===== src/rtl/rot_pkg.sv =====
// Shared definitions for the rotate/invert arbiter: datapath mode codes and FSM states.
package rot_pkg;

  localparam logic [1:0] MODE_INV  = 2'b00;
  localparam logic [1:0] MODE_ROL1 = 2'b01;
  localparam logic [1:0] MODE_ROL2 = 2'b10;
  localparam logic [1:0] MODE_ROL3 = 2'b11;

  typedef enum logic [1:0] {
    IDLE = 2'd0,
    EXEC = 2'd1,
    RESP = 2'd2
  } state_t;

endpackage


===== src/rtl/rot_inv_unit.sv =====
// Shared combinational rotate/invert datapath; the single definition of the operation.
module rot_inv_unit
  import rot_pkg::*;
(
  input  logic [1:0] mode,
  input  logic [3:0] a,
  output logic [3:0] y
);

  always_comb begin
    y = ~a;
    case (mode)
      MODE_INV:  y = ~a;
      MODE_ROL1: y = {a[2:0], a[3]};
      MODE_ROL2: y = {a[1:0], a[3:2]};
      MODE_ROL3: y = {a[0], a[3:1]};
      default:   y = ~a;
    endcase
  end

endmodule


===== src/rtl/rot_arbiter.sv =====
// Round-robin arbiter sharing one rotate/invert unit among NREQ requesters,
// with a registered grant and a valid/ready response tagged by the winner.
module rot_arbiter
  import rot_pkg::*;
#(
  parameter int NREQ = 4,
  parameter int IDW  = $clog2(NREQ)
) (
  input  logic                clk,
  input  logic                reset,
  input  logic [NREQ-1:0]     req,
  input  logic [2*NREQ-1:0]   req_mode,
  input  logic [4*NREQ-1:0]   req_data,
  output logic [NREQ-1:0]     gnt,
  output logic                out_valid,
  input  logic                out_ready,
  output logic [3:0]          out_data,
  output logic [IDW-1:0]      out_id,
  output logic                busy
);

  state_t            r_state;
  state_t            w_nextState;
  logic [IDW-1:0]    r_ptr;
  logic [IDW-1:0]    r_opId;
  logic [1:0]        r_opMode;
  logic [3:0]        r_opData;
  logic [NREQ-1:0]   r_gnt;
  logic              r_outValid;
  logic [3:0]        r_outData;
  logic [IDW-1:0]    r_outId;

  logic [NREQ-1:0]   w_reqRot;
  logic              w_found;
  logic [IDW:0]      w_sum;
  logic [IDW-1:0]    w_winner;
  logic [IDW-1:0]    w_ptrNext;
  logic [1:0]        w_mode;
  logic [3:0]        w_data;
  logic [3:0]        w_y;

  // Rotating req so that the requester at ptr lands in bit 0 turns round-robin into a plain priority scan.
  assign w_reqRot = NREQ'({req, req} >> r_ptr);

  always_comb begin
    w_found  = 1'b0;
    w_sum    = '0;
    w_winner = '0;
    for (int i = 0; i < NREQ; i++) begin
      if (!w_found && w_reqRot[i]) begin
        w_found = 1'b1;
        w_sum   = {1'b0, r_ptr} + (IDW+1)'(i);
        if (w_sum >= (IDW+1)'(NREQ)) w_sum = w_sum - (IDW+1)'(NREQ);
        w_winner = w_sum[IDW-1:0];
      end
    end
  end

  assign w_mode    = 2'(req_mode >> {w_winner, 1'b0});
  assign w_data    = 4'(req_data >> {w_winner, 2'b00});
  assign w_ptrNext = (r_opId == IDW'(NREQ - 1)) ? '0 : r_opId + 1'b1;

  rot_inv_unit u_unit (
    .mode (r_opMode),
    .a    (r_opData),
    .y    (w_y)
  );

  always_ff @(posedge clk or posedge reset) begin
    if (reset) r_state <= IDLE;
    else       r_state <= w_nextState;
  end

  always_comb begin
    w_nextState = r_state;
    case (r_state)
      IDLE:    if (|req) w_nextState = EXEC;
      EXEC:    w_nextState = RESP;
      RESP:    if (out_ready) w_nextState = IDLE;
      default: w_nextState = IDLE;
    endcase
  end

  // Operands are captured at the grant edge so later input changes cannot disturb the result.
  always_ff @(posedge clk or posedge reset) begin
    if (reset) begin
      r_ptr      <= '0;
      r_opId     <= '0;
      r_opMode   <= '0;
      r_opData   <= '0;
      r_gnt      <= '0;
      r_outValid <= 1'b0;
      r_outData  <= '0;
      r_outId    <= '0;
    end else begin
      case (r_state)
        IDLE: begin
          if (|req) begin
            r_opId   <= w_winner;
            r_opMode <= w_mode;
            r_opData <= w_data;
            r_gnt    <= NREQ'(1) << w_winner;
          end
        end
        EXEC: begin
          r_outData  <= w_y;
          r_outId    <= r_opId;
          r_outValid <= 1'b1;
          r_gnt      <= '0;
        end
        RESP: begin
          if (out_ready) begin
            r_outValid <= 1'b0;
            r_ptr      <= w_ptrNext;
          end
        end
        default: r_gnt <= '0;
      endcase
    end
  end

  assign gnt       = r_gnt;
  assign out_valid = r_outValid;
  assign out_data  = r_outData;
  assign out_id    = r_outId;
  assign busy      = (r_state != IDLE);

endmodule


===== config.mk =====
export PLATFORM = sky130hd
export DESIGN_NAME = rot_arbiter
export DESIGN_NICKNAME = d
export VERILOG_FILES = /design/src/rtl/rot_pkg.sv /design/src/rtl/rot_inv_unit.sv /design/src/rtl/rot_arbiter.sv
export SDC_FILE = /design/constraint.sdc
export NUM_CORES = 1
export LEC_CHECK = 0
export BUFFER_PORTS_ARGS = -buffer_cell sky130_fd_sc_hd__buf_2
export CAP_MARGIN = 20
export CORE_UTILIZATION = 53
export DETAILED_ROUTE_END_ITERATION = 8
export MAX_ROUTING_LAYER = met4
export PLACE_DENSITY_LB_ADDON = 0.08
export SYNTH_ARGS = -nofsm -noshare
export SYNTH_HDL_FRONTEND = slang
export SYNTH_SLANG_ARGS = --single-unit

===== constraint.sdc =====
create_clock -name clk -period 4.18 [get_ports clk]
set_input_delay 0.209 -clock clk [delete_from_list [all_inputs] [get_ports clk]]
set_output_delay 0.209 -clock clk [all_outputs]
set_load 0.01 [all_outputs]

; ---- After elaboration in Yosys (flattened, before gate mapping)
; Index checks and enable logic that the tools add are counted.
; Widths: inputs -> output; s select.
[word_totals]
regBits = 23
out_inout_bits = 12
[op_classes]
addsub = 8
order_cmp = 4
eq_ne = 8
shifts = 4
muxes = 20
bitwise_logic = 2
reduce_logical = 16
[op_table]
columns = operator, n
row1 = $mux 2, 11
row2 = $pmux 4 s4, 1
row3 = $shr 16x4->4, 1
row4 = $reduce_and 2->1, 5
row5 = $ge 3x3->1 const B, 3
row6 = $eq 2x2->1 const B, 4
row7 = $pmux 4 s2, 1
row8 = $shr 8x2->4, 1
row9 = $shr 8x3->2, 1
row10 = $sub 2x1->2 const B, 4
row11 = $add 2x2->3 const B, 2
row12 = $pmux 2 s3, 1
row13 = $eq 2x1->1 const B, 2
row14 = $logic_not 2->1, 2
row15 = $mux 1, 4
row16 = $mux 4, 1
row17 = $ne 2x2->1 const B, 2
row18 = $not 4->4, 1
row19 = $reduce_bool 2->1, 2
row20 = $reduce_or 4->1, 1
row21 = $shl 1x2->4 const A, 1
row22 = $add 2x1->3 const B, 1
row23 = $ge 2x3->1 const B, 1
row24 = $logic_and 1x1->1, 3
row25 = other kinds (4), 6

; ---- Logic depth before layout (Yosys ltp)
; Gate-level depths: netlist of the first run.
[logic_depth]
depth_word = 14
ltp_mapped = 6
mapped_depth_nobuf = 6

; ---- Modules after synthesis
; From an unflattened synthesis of the first run, not the netlist that was laid out.
[unflattened]
cells_unflattened = 122
area_unflattened_um2 = 1408.9
[by_module_without_submodules]
columns = mod, instances, cells_each, area_per_inst_um2, seq_area_each_um2
row1 = rot_arbiter, 1, 114, 1288.7, 575.6
row2 = rot_inv_unit, 1, 8, 120.1, 0.0

; ---- Worst setup path before layout of the first run
; OpenSTA, ideal clock, no wires.
[synth_path]
kind = flip-flop to flip-flop
startpoint = reg r_ptr[1]
endpoint = reg r_opData[0]
t_arrival_ns = 1.576
setup_slack_ns = 2.478
path_stages_with_launch = 5
path_buffers = 0
period_less_slack_ns = 1.702
path_cell_list = dfrtp_1 > nor4_4 > nor2_4 > mux2_1 > a221o_1
[synth_between]
elab_chain_cells = 12
elab_cells_between_ends = 30
cone_classes = add/sub (7) / order compare (4) / shift (2) / mux (11) / reduce/logical (6)
[synth_rtl]
columns = item, line
row1 = from (decl), rot_arbiter.sv:24  ; logic [IDW-1:0] r_ptr;
row2 = from (signal assigned), rot_arbiter.sv:114  ; r_ptr <= w_ptrNext;
row3 = branches (longest 10 deep; another with $add 2x1->3), --
row4 = $mux 2 (*), rot_arbiter.sv:50  ; if (!w_found && w_reqRot[i]) begin
row5 = $shr 16x4->4 (*), rot_arbiter.sv:60  ; assign w_data = 4'(req_data >> {w_winner, 2'b00});
row6 = to (signal assigned), rot_arbiter.sv:101  ; r_opData <= w_data;
row7 = to (decl), rot_arbiter.sv:27  ; logic [3:0] r_opData;
; Every way passes the cells marked *.
; A chain may end at the register's enable or synchronous reset.

; ---- Worst setup path after layout of the first run
[layout_path]
startpoint = reg r_state[1]
endpoint = reg r_opMode[1]
[layout_between]
elab_chain_cells = 2
[layout_rtl]
columns = item, line
row1 = from (decl), rot_arbiter.sv:22  ; state_t r_state;
row2 = from (signal assigned), rot_arbiter.sv:71  ; else r_state <= w_nextState;
row3 = $logic_not 2->1, rot_arbiter.sv:96  ; case (r_state)
row4 = $reduce_and 2->1 (no source line), --
row5 = to (signal assigned), rot_arbiter.sv:100  ; r_opMode <= w_mode;
row6 = to (decl), rot_arbiter.sv:26  ; logic [1:0] r_opMode;
; Every way passes these cells.

==> out/results.tsv, run 1 <==
stage	metric	value	unit
status	status	completed	
timing	finalHoldViolations	0	
detailed_routing	wl_per_cell	12.6	µm
worst_setup_path	critPathTopFamily	simple AND/OR/NAND/NOR gates	
power_and_ir_drop	post-layout-total-power	1.02	mW
worst_setup_path	cpMaxStageDelayCell	sky130_fd_sc_hd__dfrtp_1	
die	fp_rows	17	
placement	io_buffers	42	
timing	maxSlewHeadroom	44.6	%
power_and_ir_drop	power.switching_fraction	41.2	%
worst_setup_path	worst-r2r-cell-count	6	
worst_setup_path	worst-path-buf-inv	1	
worst_setup_path	worst_ep_required_time	4.43	ns
synthesis	main_combinational_cell_family_by_area_after_synthesis	compound AO/OA/AOI/OAI gates	
synthesis	synth.yosys.seq_area_share	45.1	%
power_and_ir_drop	combPwrFrac	48.7	%
timing	final_period_minus_worst_setup_slack	1.95	ns
worst_setup_path	r2r-end	r_opMode[1]	
clocking	tritoncts_num_sinks	23	
timing	post-route-period-util	46.6	%
synthesis	synthSimpleGateAreaFrac	17.4	%
synthesis	synthAdderAreaFrac	0.981	%
power_and_ir_drop	p_int	600	µW
layout	layout_common_cells	sky130_fd_sc_hd__buf_2, sky130_fd_sc_hd__dfrtp_1, sky130_fd_sc_hd__o21ai_0, sky130_fd_sc_hd__nand2_1	
timing	setup_viol_count_final	0	
synthesis	post_synth_xor_area_fraction	0	%
worst_setup_path	worstPathArrival	2.20	ns
timing	maxSlewViolCount	0	
synthesis	syn_area	1270	µm²
job	timing.max_cap.violations	0	
synthesis	netlist_instances	128	
die	die-area	2610	µm²
worst_setup_path	worstPathCellList	or2_2 > or2_1 > inv_2 > o21ai_0 > a21oi_1 > a221o_1	
worst_setup_path	start_kind	flip-flop	
power_and_ir_drop	power_frac_seq	41.4	%
clocking	cts_tree	built	
die	fp.dieH	51.0	µm
synthesis	synth_compound_area_share	25.9	%
timing	worstMarginPinSlew	0.829	ns
synthesis	most_instantiated_flip_flop_cell_in_the_synthesis_netlist	sky130_fd_sc_hd__dfrtp_1	
clocking	post_cts_buffers	0	
synthesis	synth.lib_cells_used.distinct	34	
power_and_ir_drop	clock_network_fraction_of_design_power	9.9	%
layout	layout.cells.most_common	sky130_fd_sc_hd__buf_2	
timing	setup_tns	0	ns
detailed_routing	detailedRoute.firstIterationViolations	23	
clocking	cts-buffers-inserted	3	
detailed_routing	firstDrtPassIters	4	
layout	finish.net_count	202	
layout	drive_above_1_share	32.0	%
clocking	h-tree-depth	1	
timing	clock_skew	0.00553	ns
global_routing	globalRouteTotalUtil	22.2	%
global_routing	grt_pass1_wl	4310	µm
timing	max_freq	514	MHz
power_and_ir_drop	cellPowerDensity	668	nW/µm²
placement	routabilityCongestion	0.888	
synthesis	ys_seq_elements	23	
clocking	clk_pin_slew_worst_paths	0.12	ns
power_and_ir_drop	power_leakage	0.739	nW
clocking	cts_resized	0	
synthesis	syn_area_per_cell	9.96	µm²
worst_hold_path	worst_min_delay_path_class	in2async	
worst_setup_path	critPathCaptureType	flip-flop	
synthesis	postSynthNetCount	160	
worst_setup_path	crit_path_max_incr_delay	0.44	ns
worst_setup_path	worstSetupStartpoint	r_state[1]	
detailed_routing	dr_total_vias	1080	
detailed_routing	antenna_left	0	
power_and_ir_drop	power.net_switching	420	µW
synthesis	synth_mux_area_share	7.95	%
layout	antennaDiodeCount	0	
die	core	2230	µm²
layout	finish.utilization	68.4	%
worst_setup_path	regToRegSetupSlack	2.23	ns
global_routing	grt_pass1_vias	992	
placement	hpwl	1990	µm
die	initial_core_util	57.1	%
worst_setup_path	worst-setup-path-type	reg2reg	
timing	grt_setup_unrepaired	no	
clocking	ctsRootBufferMaster	sky130_fd_sc_hd__clkbuf_4	
layout	layout.cell_area.non_filler	1530	µm²
clocking	clk_latency	0.31	ns
clocking	cts_buffer_depth	2	
global_routing	antenna_found_initial	0	
die	die_w	51.0	µm
clocking	cts_hold_buffers	0	
placement	post-place-ws	2.17	ns
worst_setup_path	stages_on_the_worst_setup_path	6	
synthesis	synth_async_sr_flop_share	100	%
placement	dpl_cell_area	1500	µm²
die	io-pin-count	43	
detailed_routing	drt-total-wl	2480	µm
power_and_ir_drop	irDropWorstVdd	0.405	mV
synthesis	synth.yosys.warnings	0	
worst_setup_path	critical_path.endpoint	r_opMode[1]	
synthesis	edff_count_synth	0	
worst_setup_path	timing.critical_path.fanout_max	12	
global_routing	grt_max_degree	24	
timing	layout_setup_ws	2.23	ns
detailed_routing	route.detailed.drc	0	
layout	area.growth.synth_to_final	19.8	%
global_routing	global_route.overflow_total	0	
detailed_routing	vias_per_cell	5.48	
worst_setup_path	worstReg2RegStart	r_state[1]	
## final cells by class
cell class	count	area (µm²)
Sequential cell	23	576
Clock buffer	4	26.3
Fill cell	193	706
Tap cell	28	35.0
Inverter	4	15.0
Timing Repair Buffer	42	210
Multi-Input combinational cell	96	666
## power groups by stage
stage / sequential [mW] / clock, mW / combinational (mW)
after floorplan: 0.415 / 0 / 0.374
after global placement: 0.420 / 0 / 0.489
after detailed placement: 0.427 / 0 / 0.499
after CTS: 0.422 / 0.102 / 0.502
after global routing: 0.442 / 0.112 / 0.564
final: 0.422 / 0.101 / 0.497
## through the flow
step	instances	hold slack (ns)
after detailed placement	193	0.410
after global routing	197	0.107
after global placement	193	0.407
after CTS	197	0.0720
final	197	0.0409
after floorplan	128	0.211
## cells by family (layout without fill, tap and decap cells)
group	count (synthesis)	in the layout
AO/OA/AOI/OAI	47	47
multiplexers	9	9
AND/OR/NAND/NOR	39	39
adder cells (fa/ha/maj)	1	1
buffers and inverters	9	50
flip-flops	23	23
## synth_stat cells, types with 2 or more instances
master	n	area [µm²]
sky130_fd_sc_hd__dfrtp_1	23	576
sky130_fd_sc_hd__o21ai_0	17	85.1
sky130_fd_sc_hd__nand2_1	9	33.8
sky130_fd_sc_hd__a21oi_1	6	30.0
sky130_fd_sc_hd__a221o_1	6	60.1
sky130_fd_sc_hd__mux2_1	6	67.6
sky130_fd_sc_hd__nand3_1	6	30.0
sky130_fd_sc_hd__nor2_1	6	22.5
sky130_fd_sc_hd__clkbuf_1	5	18.8
sky130_fd_sc_hd__nor2b_1	5	31.3
sky130_fd_sc_hd__a21o_1	4	30.0
sky130_fd_sc_hd__nand2b_1	4	25.0
sky130_fd_sc_hd__a211oi_1	3	22.5
sky130_fd_sc_hd__inv_1	3	11.3
sky130_fd_sc_hd__mux2_2	3	33.8
sky130_fd_sc_hd__a311oi_1	2	17.5
sky130_fd_sc_hd__o31ai_1	2	15.0
sky130_fd_sc_hd__or2_1	2	12.5
## registers in the layout, indices dropped and copies added (netlist names)
name       cells
r_state        2
r_opData       4
out_id         2
gnt            4
r_opId         2
out_data       4
r_opMode       2
out_valid      1
r_ptr          2
## per-layer routing
layer	track usage [%]	wire, µm
met2	34.2	1120
met3	3.57	117
met4	4.17	9
met1	31.0	1240
met5	-	0
## worst min path at each step
stage | from | to | slack, ns | cells after the start
after floorplan | reset | gnt[0] | 0.21 | 1
after global placement | reset | out_id[1] | 0.41 | 2
after detailed placement | reset | out_valid | 0.41 | 2
after CTS | reset | out_id[1] | 0.07 | 2
after global routing | reset | out_valid | 0.11 | 2
final | reset | out_id[0] | 0.04 | 2
Power figures use the tool's default switching activity.
==> run 2: changes to the inputs <==
--- a/config.mk
+++ b/config.mk
@@ -7,7 +7,7 @@
 export LEC_CHECK = 0
 export BUFFER_PORTS_ARGS = -buffer_cell sky130_fd_sc_hd__buf_2
 export CAP_MARGIN = 20
-export CORE_UTILIZATION = 53
+export CORE_UTILIZATION = 49
 export DETAILED_ROUTE_END_ITERATION = 8
 export MAX_ROUTING_LAYER = met4
 export PLACE_DENSITY_LB_ADDON = 0.08
==> constraint.sdc (replaced) <==
create_clock -name clk -period 1.8 [get_ports clk]
set_input_delay 0.09 -clock clk [delete_from_list [all_inputs] [get_ports clk]]
set_output_delay 0.09 -clock clk [all_outputs]
set_load 0.01 [all_outputs]
==> out/results.tsv, run 2 (synthesized netlist as in run 1, its figures left out) <==
stage	metric	value	unit	change
die	die_w	53.0	µm	was 51.0 µm
status	status	complete, but fails checks		was completed
timing	setup_viol_count_final	0		unchanged
detailed_routing	wl_per_cell	14.3	µm	was 12.6 µm
die	io-pin-count	43		unchanged
global_routing	global_route.overflow_total	0		unchanged
power_and_ir_drop	power_leakage	0.810	nW	was 0.739 nW
job	timing.max_cap.violations	0		unchanged
worst_setup_path	worstPathArrival	1.92	ns	was 2.20 ns
timing	maxSlewViolCount	0		unchanged
global_routing	grt_pass1_vias	1092		was 992
placement	routabilityCongestion	0.868		was 0.888
timing	post-route-period-util	95.8	%	was 46.6%
clocking	cts-buffers-inserted	3		unchanged
die	fp.dieH	53.0	µm	was 51.0 µm
clocking	cts_buffer_depth	2		unchanged
timing	grt_setup_unrepaired	no		unchanged
global_routing	globalRouteTotalUtil	24.6	%	was 22.2%
clocking	clk_pin_slew_worst_paths	0.12	ns	about the same
timing	max_freq	580	MHz	was 514 MHz
clocking	ctsRootBufferMaster	sky130_fd_sc_hd__clkbuf_4		unchanged
timing	final_period_minus_worst_setup_slack	1.72	ns	was 1.95 ns
detailed_routing	route.detailed.drc	2		was 0
global_routing	grt_max_degree	24		unchanged
placement	hpwl	2330	µm	was 1990 µm
layout	drive_above_1_share	38.5	%	was 32.0%
layout	finish.net_count	215		was 202
die	die-area	2810	µm²	was 2610 µm²
die	fp_rows	18		was 17
worst_hold_path	worst_min_delay_path_class	in2reg		was in2async
power_and_ir_drop	cellPowerDensity	1560	nW/µm²	was 668 nW/µm²
die	core	2480	µm²	was 2230 µm²
detailed_routing	antenna_left	0		unchanged
clocking	tritoncts_num_sinks	23		unchanged
layout	layout_common_cells	sky130_fd_sc_hd__buf_2, sky130_fd_sc_hd__dfrtp_1, sky130_fd_sc_hd__o21ai_0, sky130_fd_sc_hd__buf_4, sky130_fd_sc_hd__nand2_1		was sky130_fd_sc_hd__buf_2, sky130_fd_sc_hd__dfrtp_1, sky130_fd_sc_hd__o21ai_0, sky130_fd_sc_hd__nand2_1
worst_setup_path	worst-setup-path-type	reg2reg		unchanged
timing	clock_skew	0.00294	ns	was 0.00553 ns
worst_setup_path	worst_ep_required_time	1.99	ns	was 4.43 ns
power_and_ir_drop	post-layout-total-power	2.59	mW	was 1.02 mW
detailed_routing	drt-total-wl	3030	µm	was 2480 µm
placement	io_buffers	42		unchanged
die	initial_core_util	51.5	%	was 57.1%
global_routing	antenna_found_initial	0		unchanged
layout	antennaDiodeCount	0		unchanged
layout	layout.cells.most_common	sky130_fd_sc_hd__buf_2		unchanged
worst_setup_path	timing.critical_path.fanout_max	6		was 12
detailed_routing	vias_per_cell	5.59		was 5.48
layout	layout.cell_area.non_filler	1650	µm²	was 1530 µm²
clocking	cts_tree	built		unchanged
timing	worstMarginPinSlew	0.415	ns	was 0.829 ns
global_routing	grt_pass1_wl	4830	µm	was 4310 µm
detailed_routing	dr_total_vias	1185		was 1080
timing	finalHoldViolations	0		unchanged
detailed_routing	detailedRoute.firstIterationViolations	25		was 23
status	violated_checks	design-rule violations		
detailed_routing	firstDrtPassIters	6		was 4
timing	maxSlewHeadroom	72.1	%	was 44.6%
clocking	clk_latency	0.30	ns	was 0.31 ns
worst_setup_path	start_kind	flip-flop		unchanged
clocking	h-tree-depth	1		unchanged
worst_setup_path	critPathCaptureType	flip-flop		unchanged
layout	area.growth.synth_to_final	29.7	%	was 19.8%
placement	dpl_cell_area	1570	µm²	was 1500 µm²
power_and_ir_drop	irDropWorstVdd	0.960	mV	was 0.405 mV
==> run 2: cell count changes in the layout (fill, tap and decap cells not counted), sizes merged <==
cell,before,now
buf,42,53
dlygate4sd3,0,2
==> run 2: area by class of cell <==
type,count,area [µm²]
timing repair buffer,55,313
multi-input combinational,96,684
sequential,23,578
inverter,4,15.0
clock buffer,4,26.3
fill,214,823
tap,30,37.5
==> run 2: worst paths after layout <==
| path | startpoint | end | slack, ns | depth (start not counted) |
|---|---|---|---|---|
| hold / removal | req_data[12] | r_opData[0] | 0.13 | 3 |
| max in group asynchronous | reset | r_ptr[0] | 1.21 | 4 |
| setup reg to reg | r_ptr[1] | r_opData[2] | 0.08 | 4 |
| setup / recovery | r_ptr[1] | r_opData[2] | 0.08 | 4 |
| min in group asynchronous | reset | out_data[1] | 0.35 | 4 |
| hold reg to reg | out_data[2] | out_data[2] | 0.49 | 1 |
==> run 2: what timing repair did <==
item,CTS,global route
hold buffers,2,0
hold endpoints to repair,24,0
endpoints found under the setup margin,6,6
setup buffers,2,0
pin swaps,2,1
resized for setup,2,5
==> run 2: report_power, final <==
group          total [mW]  switching [mW]  internal (mW)
logic                1.36           0.668          0.691
registers           0.993           0.231          0.762
clock network       0.233           0.147         0.0862
==> run 2: metal layers <==
layer / wire length, µm / track usage, % / up-vias
met4: 0 / 6.58 / 0
met5: 0 / - / -
met1: 1360 / 31.4 / 558
met2: 1560 / 40.9 / 40
met3: 110 / 3.45 / 0
li1: - / - / 587
==> run 2: through the flow <==
step	cells	setup TNS [ns]	setup slack (ns)	utilization, %	hold slack [ns]
after floorplan	128	0	0.0981	-	0.0919
after global placement	204	0	0.0545	63.4	0.140
after detailed placement	204	-0.101	-0.0334	63.4	0.150
after CTS	212	0	0.00798	66.1	0.115
after global routing	212	0	0.00380	66.8	0.120
final	212	0	0.0751	66.8	0.127
==> run 2: worst max-delay path, cell delays in order, from the launching register on <==
cell,delay (ns)
sky130_fd_sc_hd__dfrtp_2,0.47
sky130_fd_sc_hd__or4_1,0.65
sky130_fd_sc_hd__nand3_1,0.14
sky130_fd_sc_hd__a21oi_1,0.08
sky130_fd_sc_hd__a221o_1,0.27
==> run 3: changes to the inputs <==
--- a/config.mk
+++ b/config.mk
@@ -5,9 +5,10 @@
 export SDC_FILE = /design/constraint.sdc
 export NUM_CORES = 1
 export LEC_CHECK = 0
+export ABC_AREA = 1
 export BUFFER_PORTS_ARGS = -buffer_cell sky130_fd_sc_hd__buf_2
 export CAP_MARGIN = 20
-export CORE_UTILIZATION = 49
+export CORE_UTILIZATION = 53
 export DETAILED_ROUTE_END_ITERATION = 8
 export MAX_ROUTING_LAYER = met4
 export PLACE_DENSITY_LB_ADDON = 0.08
==> out/results.tsv, run 3 <==
stage	metric	value	unit	change
global_routing	grt_pass1_wl	6130	µm	was 4830 µm
placement	dpl_cell_area	1940	µm²	was 1570 µm²
detailed_routing	drt-total-wl	4000	µm	was 3030 µm
synthesis	postSynthNetCount	267		was 160
detailed_routing	detailedRoute.firstIterationViolations	117		was 25
global_routing	global_route.overflow_total	0		unchanged
worst_setup_path	worst-path-buf-inv	3		was 0
job	timing.max_cap.violations	0		unchanged
power_and_ir_drop	power.net_switching	2.40	mW	was 1.05 mW
power_and_ir_drop	combPwrFrac	73.4	%	was 52.6%
synthesis	synth.yosys.seq_area_share	33.9	%	was 45.1%
worst_setup_path	timing.critical_path.fanout_max	15		was 6
synthesis	syn_area_per_cell	7.22	µm²	was 9.96 µm²
detailed_routing	antenna_left	0		unchanged
synthesis	synth.top_cell.area_share	33.9	%	was 45.1%
timing	worstMarginPinSlew	0.499	ns	was 0.415 ns
timing	clock_skew	0.00650	ns	was 0.00294 ns
die	fp.dieH	58.6	µm	was 53.0 µm
clocking	clk_latency	0.32	ns	was 0.30 ns
worst_setup_path	critPathCaptureType	flip-flop		unchanged
placement	routabilityCongestion	0.865		was 0.868
power_and_ir_drop	p_int	2.23	mW	was 1.54 mW
clocking	tritoncts_num_sinks	23		unchanged
timing	maxSlewViolCount	0		unchanged
timing	setup_tns	-0.0391	ns	was 0 ns
power_and_ir_drop	cellPowerDensity	2170	nW/µm²	was 1560 nW/µm²
layout	drive_above_1_share	36.1	%	was 38.5%
global_routing	globalRouteTotalUtil	23.9	%	was 24.6%
detailed_routing	firstDrtPassIters	4		was 6
detailed_routing	dr_total_vias	1689		was 1185
worst_setup_path	worst_ep_required_time	2.03	ns	was 1.99 ns
clocking	cts-buffers-inserted	3		unchanged
timing	grt_setup_unrepaired	yes		was no
layout	layout.cells.most_common	sky130_fd_sc_hd__nand2_1		was sky130_fd_sc_hd__buf_2
power_and_ir_drop	power_frac_seq	21.4	%	was 38.4%
synthesis	synth_async_sr_flop_share	100	%	unchanged
clocking	cts_tree	built		unchanged
global_routing	antenna_found_initial	0		unchanged
timing	finalHoldWorstSlack	0.0353	ns	was 0.127 ns
worst_setup_path	critPathTopFamily	simple AND/OR/NAND/NOR gates		unchanged
layout	multiInputGateArea	1020	µm²	was 684 µm²
detailed_routing	vias_per_cell	5.04		was 5.59
die	die-area	3430	µm²	was 2810 µm²
layout	ff_latch_area	577	µm²	was 578 µm²
power_and_ir_drop	clock_network_fraction_of_design_power	5.2	%	was 9.0%
synthesis	syn_area	1700	µm²	was 1270 µm²
worst_setup_path	worstPathArrival	2.06	ns	was 1.92 ns
power_and_ir_drop	power.switching_fraction	51.9	%	was 40.4%
timing	post-route-period-util	102	%	was 95.8%
die	die_w	58.6	µm	was 53.0 µm
worst_hold_path	worst_min_delay_path_class	in2reg		unchanged
timing	finalHoldViolations	0		unchanged
synthesis	synth_area_leaders	sky130_fd_sc_hd__dfrtp_1, sky130_fd_sc_hd__nand2_1, sky130_fd_sc_hd__nand3_1		was sky130_fd_sc_hd__dfrtp_1, sky130_fd_sc_hd__o21ai_0, sky130_fd_sc_hd__mux2_1
layout	area.growth.synth_to_final	25.9	%	was 29.7%
synthesis	edff_count_synth	0		unchanged
placement	post-place-ws	-0.0745	ns	was -0.0334 ns
worst_setup_path	cpMaxStageDelayCell	sky130_fd_sc_hd__dfrtp_2		was sky130_fd_sc_hd__or4_1
synthesis	synth.yosys.warnings	0		unchanged
synthesis	synth.lib_cells_used.distinct	30		was 34
synthesis	synth_most_common_cell	sky130_fd_sc_hd__nand2_1		was sky130_fd_sc_hd__dfrtp_1
power_and_ir_drop	irDropWorstVdd	1.09	mV	was 0.960 mV
status	violated_checks	negative setup slack		was design-rule violations
die	fp_rows	20		was 18
layout	antennaDiodeCount	0		unchanged
die	io-pin-count	43		unchanged
global_routing	grt_pass1_vias	1410		was 1092
clocking	clk_pin_slew_worst_paths	0.13	ns	was 0.12 ns
worst_setup_path	crit_path_max_incr_delay	0.50	ns	was 0.65 ns
worst_setup_path	start_kind	flip-flop		unchanged
timing	max_freq	546	MHz	was 580 MHz
clocking	cts_buffer_depth	2		unchanged
timing	setup_viol_count_final	2		was 0
layout	finish.utilization	70.0	%	was 66.8%
die	core	3050	µm²	was 2480 µm²
clocking	h-tree-depth	1		unchanged
timing	final_period_minus_worst_setup_slack	1.83	ns	was 1.72 ns
global_routing	grt_max_degree	24		unchanged
synthesis	ys_seq_elements	23		unchanged
die	initial_core_util	55.6	%	was 51.5%
synthesis	netlist_instances	235		was 128
placement	hpwl	2780	µm	was 2330 µm
detailed_routing	wl_per_cell	11.9	µm	was 14.3 µm
layout	finish.net_count	324		was 215
synthesis	synthDominantAreaCellType	sky130_fd_sc_hd__dfrtp_1		unchanged
synthesis	most_instantiated_flip_flop_cell_in_the_synthesis_netlist	sky130_fd_sc_hd__dfrtp_1		unchanged
synthesis	commonest_cells_in_the_synthesized_netlist	sky130_fd_sc_hd__nand2_1, sky130_fd_sc_hd__nand3_1, sky130_fd_sc_hd__dfrtp_1		was sky130_fd_sc_hd__dfrtp_1, sky130_fd_sc_hd__o21ai_0, sky130_fd_sc_hd__nand2_1
worst_setup_path	worst-setup-path-type	reg2reg		unchanged
worst_setup_path	worstPathCellList	clkinv_4 > nand2_1 > nand3_2 > nand2_4 > nor2_4 > nor2_4 > nand2_8 > nand2_8 > buf_4 > inv_2 > o31ai_2		was or4_1 > nand3_1 > a21oi_1 > a221o_1
layout	layout.cell_area.non_filler	2140	µm²	was 1650 µm²
layout	n_fill_cell	285		was 214
layout	layout_common_cells	sky130_fd_sc_hd__nand2_1, sky130_fd_sc_hd__buf_2, sky130_fd_sc_hd__nand3_1, sky130_fd_sc_hd__dfrtp_1, sky130_fd_sc_hd__inv_1		was sky130_fd_sc_hd__buf_2, sky130_fd_sc_hd__dfrtp_1, sky130_fd_sc_hd__o21ai_0, sky130_fd_sc_hd__buf_4, sky130_fd_sc_hd__nand2_1
clocking	ctsRootBufferMaster	sky130_fd_sc_hd__clkbuf_4		unchanged
detailed_routing	route.detailed.drc	0		was 2
power_and_ir_drop	power_leakage	1.18	nW	was 0.810 nW
timing	maxSlewHeadroom	66.3	%	was 72.1%
timing	layout_setup_ws	-0.0299	ns	was 0.0751 ns
placement	io_buffers	42		unchanged
status	status	complete, but fails checks		unchanged
[run 3: changes by cell type after synthesis, moves of 6 or more]
cell,change
sky130_fd_sc_hd__nand2_1,+83
sky130_fd_sc_hd__nand3_1,+25
sky130_fd_sc_hd__inv_1,+16
sky130_fd_sc_hd__o21ai_0,-12
sky130_fd_sc_hd__nand2_2,+11
sky130_fd_sc_hd__a221o_1,-6
sky130_fd_sc_hd__mux2_1,-6
sky130_fd_sc_hd__nand3_2,+6
[run 3: power groups by stage]
stage	clock (mW)	sequential, mW	combinational, mW
final	0.242	0.992	3.40
after floorplan	0	0.940	2.34
after CTS	0.252	0.980	2.92
after detailed placement	0	0.991	2.80
after global placement	0	0.988	2.77
after global routing	0.267	1.02	3.80
[run 3: final timing paths]
kind | to | slack (ns) | startpoint | cells after the start
min in group asynchronous | out_id[1] | 0.34 | reset | 4
worst max register to register | gnt[2] | -0.03 | r_ptr[0] | 11
worst min register to register | out_valid | 0.48 | out_valid | 2
worst min-delay path | r_state[1] | 0.04 | out_ready | 4
worst max-delay path | gnt[2] | -0.03 | r_ptr[0] | 11
max in group asynchronous | r_ptr[0] | 1.22 | reset | 4
[run 3: final cells by class]
cell class	count	area share, %
Clock inverter	1	0.234
Sequential cell	23	27.0
Multi-Input combinational cell	181	47.9
Tap cell	44	2.58
Timing Repair Buffer	61	17.2
Inverter	22	4.10
Clock buffer	3	1.05
[run 3: worst min-delay path, stage by stage]
cell and delay [ns]:
sky130_fd_sc_hd__buf_2 0.07, sky130_fd_sc_hd__inv_1 0.04, sky130_fd_sc_hd__nand3_1 0.08, sky130_fd_sc_hd__nand2_1 0.05
[run 3: per-layer routing]
metal | vias up | track usage, % | part of all wire, %
met5 | - | - | 0
met4 | 0 | 5.44 | 0.52
met3 | 2 | 4.62 | 4.4
met2 | 52 | 36.6 | 50
met1 | 756 | 32.9 | 45
li1 | 879 | - | -
[run 3: cell families after synthesis]
kind of cell	synth area share, %
AND/OR/NAND/NOR	44.5
adder cells (fa/ha/maj)	0.737
XOR/XNOR	0.516
flip-flops	33.9
buffers and inverters	9.96
AO/OA/AOI/OAI	10.4
[run 3: through the flow]
step,instances,power [mW]
final,335,4.63
after global routing,335,5.09
after CTS,328,4.15
after detailed placement,321,3.79
after global placement,321,3.76
after floorplan,235,3.28
[run 3: timing repair]
action                                 in CTS  in global routing
gates resized for setup                     4                 19
pin swaps                                   0                  4
setup endpoints to repair                   9                  9
endpoints found under the hold margin      23                  0
hold buffers                                1                  0
setup buffers                               2                  6
cloned                                      0                  1
